**config.mk**
```make
export PLATFORM = sky130hd
export DESIGN_NAME = pipe_stage_skid
export DESIGN_NICKNAME = d
export VERILOG_FILES = /design/src/rtl/pipe_stage_skid.sv
export SDC_FILE = /design/constraint.sdc
export NUM_CORES = 1
export LEC_CHECK = 0
export ABC_AREA = 1
export CORE_AREA = 10 10 97 99
export CTS_CLUSTER_DIAMETER = 200
export DETAILED_ROUTE_END_ITERATION = 8
export DIE_AREA = 0 0 107 109
export PLACE_DENSITY = 0.71
export SYNTH_ARGS = -nofsm -noshare
export SYNTH_HDL_FRONTEND = slang
export SYNTH_SLANG_ARGS = --single-unit
export TNS_END_PERCENT = 50
```
**constraint.sdc**
```tcl
create_clock -name clk -period 1.5 [get_ports clk]
set_input_delay 0.3 -clock clk [delete_from_list [all_inputs] [get_ports clk]]
set_output_delay 0.3 -clock clk [all_outputs]
set_load 0.1 [all_outputs]
```
**src/rtl/pipe_stage_skid.sv**
```systemverilog
// Two-entry valid/ready pipeline register (main + skid) with synchronous flush.
// Upstream ready is derived from registered occupancy only, so out_ready never reaches in_ready.
module pipe_stage_skid #(
    parameter int DATA_W      = 32,
    parameter bit ZERO_BUBBLE = 1'b1
) (
    input  logic              clk,
    input  logic              rst,
    input  logic              flush,
    input  logic              in_valid,
    output logic              in_ready,
    input  logic [DATA_W-1:0] in_data,
    output logic              out_valid,
    input  logic              out_ready,
    output logic [DATA_W-1:0] out_data,
    output logic [1:0]        count
);

    typedef enum logic [1:0] {
        EMPTY = 2'd0,
        ONE   = 2'd1,
        TWO   = 2'd2
    } state_e;

    localparam logic [DATA_W-1:0] ZERO_DATA = {DATA_W{1'b0}};

    state_e            state_r;
    logic [DATA_W-1:0] main_r;
    logic [DATA_W-1:0] skid_r;
    logic              valid_r;
    logic              full_r;
    logic [1:0]        count_r;
    logic              in_fire_s;
    logic              out_fire_s;

    // full_r mirrors state TWO so ready is a single register bit gated by reset
    assign in_ready   = ~rst & ~full_r;
    assign in_fire_s  = in_valid & in_ready;
    assign out_fire_s = valid_r & out_ready;

    assign out_valid  = valid_r;
    assign out_data   = main_r;
    assign count      = count_r;

    // Occupancy state machine and payload registers; rst outranks flush, flush outranks handshakes
    always_ff @(posedge clk) begin
        if (rst) begin
            state_r <= EMPTY;
            main_r  <= ZERO_DATA;
            skid_r  <= ZERO_DATA;
            valid_r <= 1'b0;
            full_r  <= 1'b0;
            count_r <= 2'd0;
        end else if (flush) begin
            state_r <= EMPTY;
            main_r  <= ZERO_BUBBLE ? ZERO_DATA : main_r;
            skid_r  <= ZERO_BUBBLE ? ZERO_DATA : skid_r;
            valid_r <= 1'b0;
            full_r  <= 1'b0;
            count_r <= 2'd0;
        end else begin
            case (state_r)
                EMPTY: begin
                    if (in_fire_s) begin
                        state_r <= ONE;
                        main_r  <= in_data;
                        valid_r <= 1'b1;
                        count_r <= 2'd1;
                    end else begin
                        state_r <= EMPTY;
                    end
                end
                ONE: begin
                    if (in_fire_s && out_fire_s) begin
                        main_r <= in_data;
                    end else if (in_fire_s) begin
                        // Downstream stalled: the younger entry parks in the skid register
                        state_r <= TWO;
                        skid_r  <= in_data;
                        full_r  <= 1'b1;
                        count_r <= 2'd2;
                    end else if (out_fire_s) begin
                        state_r <= EMPTY;
                        main_r  <= ZERO_BUBBLE ? ZERO_DATA : main_r;
                        valid_r <= 1'b0;
                        count_r <= 2'd0;
                    end else begin
                        state_r <= ONE;
                    end
                end
                TWO: begin
                    if (out_fire_s) begin
                        state_r <= ONE;
                        main_r  <= skid_r;
                        skid_r  <= ZERO_BUBBLE ? ZERO_DATA : skid_r;
                        full_r  <= 1'b0;
                        count_r <= 2'd1;
                    end else begin
                        state_r <= TWO;
                    end
                end
                default: begin
                    state_r <= EMPTY;
                    main_r  <= ZERO_DATA;
                    skid_r  <= ZERO_DATA;
                    valid_r <= 1'b0;
                    full_r  <= 1'b0;
                    count_r <= 2'd0;
                end
            endcase
        end
    end

endmodule
```
==> results.yml <==
logic_synthesis:
  ys_warn_count: 0
  ys.flop_type: "dfxtp_1"
  synth_fp_nets: 510
  avgSynthCellArea_sq_um: 6.91
  synth_edf_count: 0
  yosysSeqAreaShare: 0.429
  netlist_area_sq_um: 3270
  async_flop_share: 0
  syn_inst: 473
  ys_ff_latch: 70
  synth_cell_type_count: 21
layout:
  drive_gt1_frac: 0.196
  fin_area_sq_um: 4900
  layout-area-overhead-vs-synth_pct: 50.1
  final_cell_mix: "nand2_1, nand3_1, dfxtp_1"
  fin_nets: 594
  seqCellArea_sq_um: 1400
  fin_util: 0.651
  n_fill_cell: 656
  final_common_cell: "nand2_1"
  num_antenna_cells: 0
  multi_input_area_sq_um: 1710
timing:
  max_clock_freq_mhz: 685
  final_hold_viol_count: 0
  final_max_slew_viol_count: 0
  worst_hold_slack_ps: 461
  setup_ws_ps: 39.4
  min_period_over_period: 0.974
  worst_pin_slew_ps: 268
  min_period_ps: 1460
  skew_ps: 11.2
  rsz0062_at_grt: "no"
  setup_viol: 0
  slew_headroom: 0.821
floorplanning:
  core_sq_um: 7530
  dieHeight_um: 109
  dieArea_sq_um: 11700
  rows: 32
  ios: 73
  die_x_um: 107
  initial_core_util: 0.434
setup_path:
  cp_cell_sequence: "clkdlybuf4s50_1, nand2_4, inv_2, o21ai_4, buf_12, buf_6, nand4_1, a21oi_2"
  slowest_delay_ps: 450
  cp-start-kind: "input port"
  path_buf_inv: 4
  worstSetupPathType: "input port to register"
  slowest_stage: "clkdlybuf4s50_1"
  cp.required_ps: 1780
  end_kind: "register"
  timing.rr.start: "out_valid"
  r2r_end: "skid_r[27]"
  cp_top_family: "buffers and inverters"
  path_max_fanout: 6
  rrSetupSlack_ps: 80
  rr_worst_depth: 7
  critPathArrivalTime_ps: 1740
grt:
  grt_antenna_before_repair: 0
  grt_max_degree: 44
  grt_pass1_wl_um: 15900
  track_usage: 0.164
  overflow: 0
  first_global_vias: 3371
power_and_ir_drop:
  p_int_w: 0.00317
  leakagePower_nw: 1.82
  combPwrFrac: 0.194
  p_sw_frac: 0.284
  powerDensity_nw_per_um2: 902
  pwr-share-seq: 0.434
  p_clk_frac: 0.372
  p_total_w: 0.00442
  p_sw_w: 0.00126
  ir_drop_mv: 0.477
placed_design:
  dpl-instance-area_sq_um: 4580
  dp_hpwl_um: 6750
  gp_congestion: 0.860
  port_buffers: 72
  dp_slack_ps: -355
clock_network:
  hold_buffers: 0
  cts_root_buffer: "clkbuf_8"
  cts_sinks: 70
  cts_buffers: 9
  cts_tree: "yes"
  clk_pin_slew_worst_paths_ps: 70
  insertion_delay_ps: 350
  max-clock-path-buffers: 2
  htree_levels: 3
drt:
  postRouteAntennaNets: 0
  routed_via_density: 5.42
  num_vias: 3597
  wl_per_cell_um: 14.6
  drc_errors: 0
  firstDrtPassIters: 5
  dr.first_iter.drc_count: 169
  wl_um: 9720
min_path:
  holdPathEnd: "skid_r[25]"
  min_path_cells: 2
  hp-start: "skid_r[25]"
  hold_class: "register to register"
status:
  status: "completed"
job:
  cap_violations: 0
Yosys cell counts (3+ instances only):
| master | instances | area, sq um |
|---|---|---|
| a21oi_1 | 66 | 330 |
| buf_2 | 15 | 75.1 |
| buf_4 | 5 | 37.5 |
| clkbuf_1 | 15 | 56.3 |
| dfxtp_1 | 70 | 1400 |
| inv_2 | 5 | 18.8 |
| nand2_1 | 174 | 653 |
| nand2_2 | 5 | 31.3 |
| nand3_1 | 72 | 360 |
| nand4_1 | 26 | 163 |
| nor2_1 | 7 | 26.3 |
| nor2_4 | 3 | 33.8 |
sequential cells by signal, summed over array words and instances (netlist names):
signal / cells
count: 2
full_r: 1
out_data: 32
out_valid: 1
skid_r: 32
state_r: 2
per-layer routing:
metal	vias to the layer above	global-route usage	share of wire
li1	1766	-	-
met1	1674	0.196	0.42
met2	144	0.272	0.50
met3	13	0.0413	0.073
met4	0	0.0764	0.016
met5	-	0	0
cell type report:
type / instances / area share
well taps: 102 / 0.0260
inverters: 7 / 0.00536
clock buffers: 10 / 0.0260
multi-input cells: 362 / 0.349
repair buffers: 107 / 0.290
flip-flops and latches: 70 / 0.286
clock inverters: 6 / 0.0176
logic make-up after synthesis:
group / Yosys count / share of synthesized area
AO/OA/AOI/OAI: 70 / 0.113
flip-flops: 70 / 0.429
buffers and inverters: 42 / 0.0597
AND/OR/NAND/NOR: 291 / 0.398
how the worst max path moves through the flow:
stage	endpoint	cells after the start	from
floorplan	full_r	7	full_r
global placement	skid_r[6]	7	rst
detailed placement	skid_r[8]	7	rst
CTS	in_ready	4	rst
global route	skid_r[15]	8	out_ready
finish	skid_r[27]	8	out_ready
power groups by stage:
stage	logic, W	registers (W)	clock network, W
floorplan	0.000274	0.00215	0
global placement	0.000818	0.00196	0
detailed placement	0.000827	0.00196	0
CTS	0.000829	0.00192	0.00167
global route	0.000910	0.00192	0.00177
finish	0.000856	0.00192	0.00165
worst reg2reg max path: stages, from the launching register on:
cell	delay (ps)
dfxtp_2	360
nand2_4	120
inv_2	80
o21ai_4	220
buf_12	170
buf_6	130
nand4_1	120
a21oi_2	150
timing repair:
action,CTS,global route
hold endpoints to repair,0,0
pin swaps,1,5
gates cloned,0,3
resized for setup,0,14
endpoints found under the setup margin,2,50
setup buffers,0,2
per-stage QoR:
| step | cells | setup TNS [ps] |
|---|---|---|
| 4_1_cts | 659 | 0 |
| 2_1_floorplan | 473 | -13180 |
| 3_5_place_dp | 643 | -20980 |
| 3_3_place_gp | 643 | -17540 |
| 5_1_grt | 664 | 0 |
| 6_report | 664 | 0 |
(Power assumes the default switching activity.)
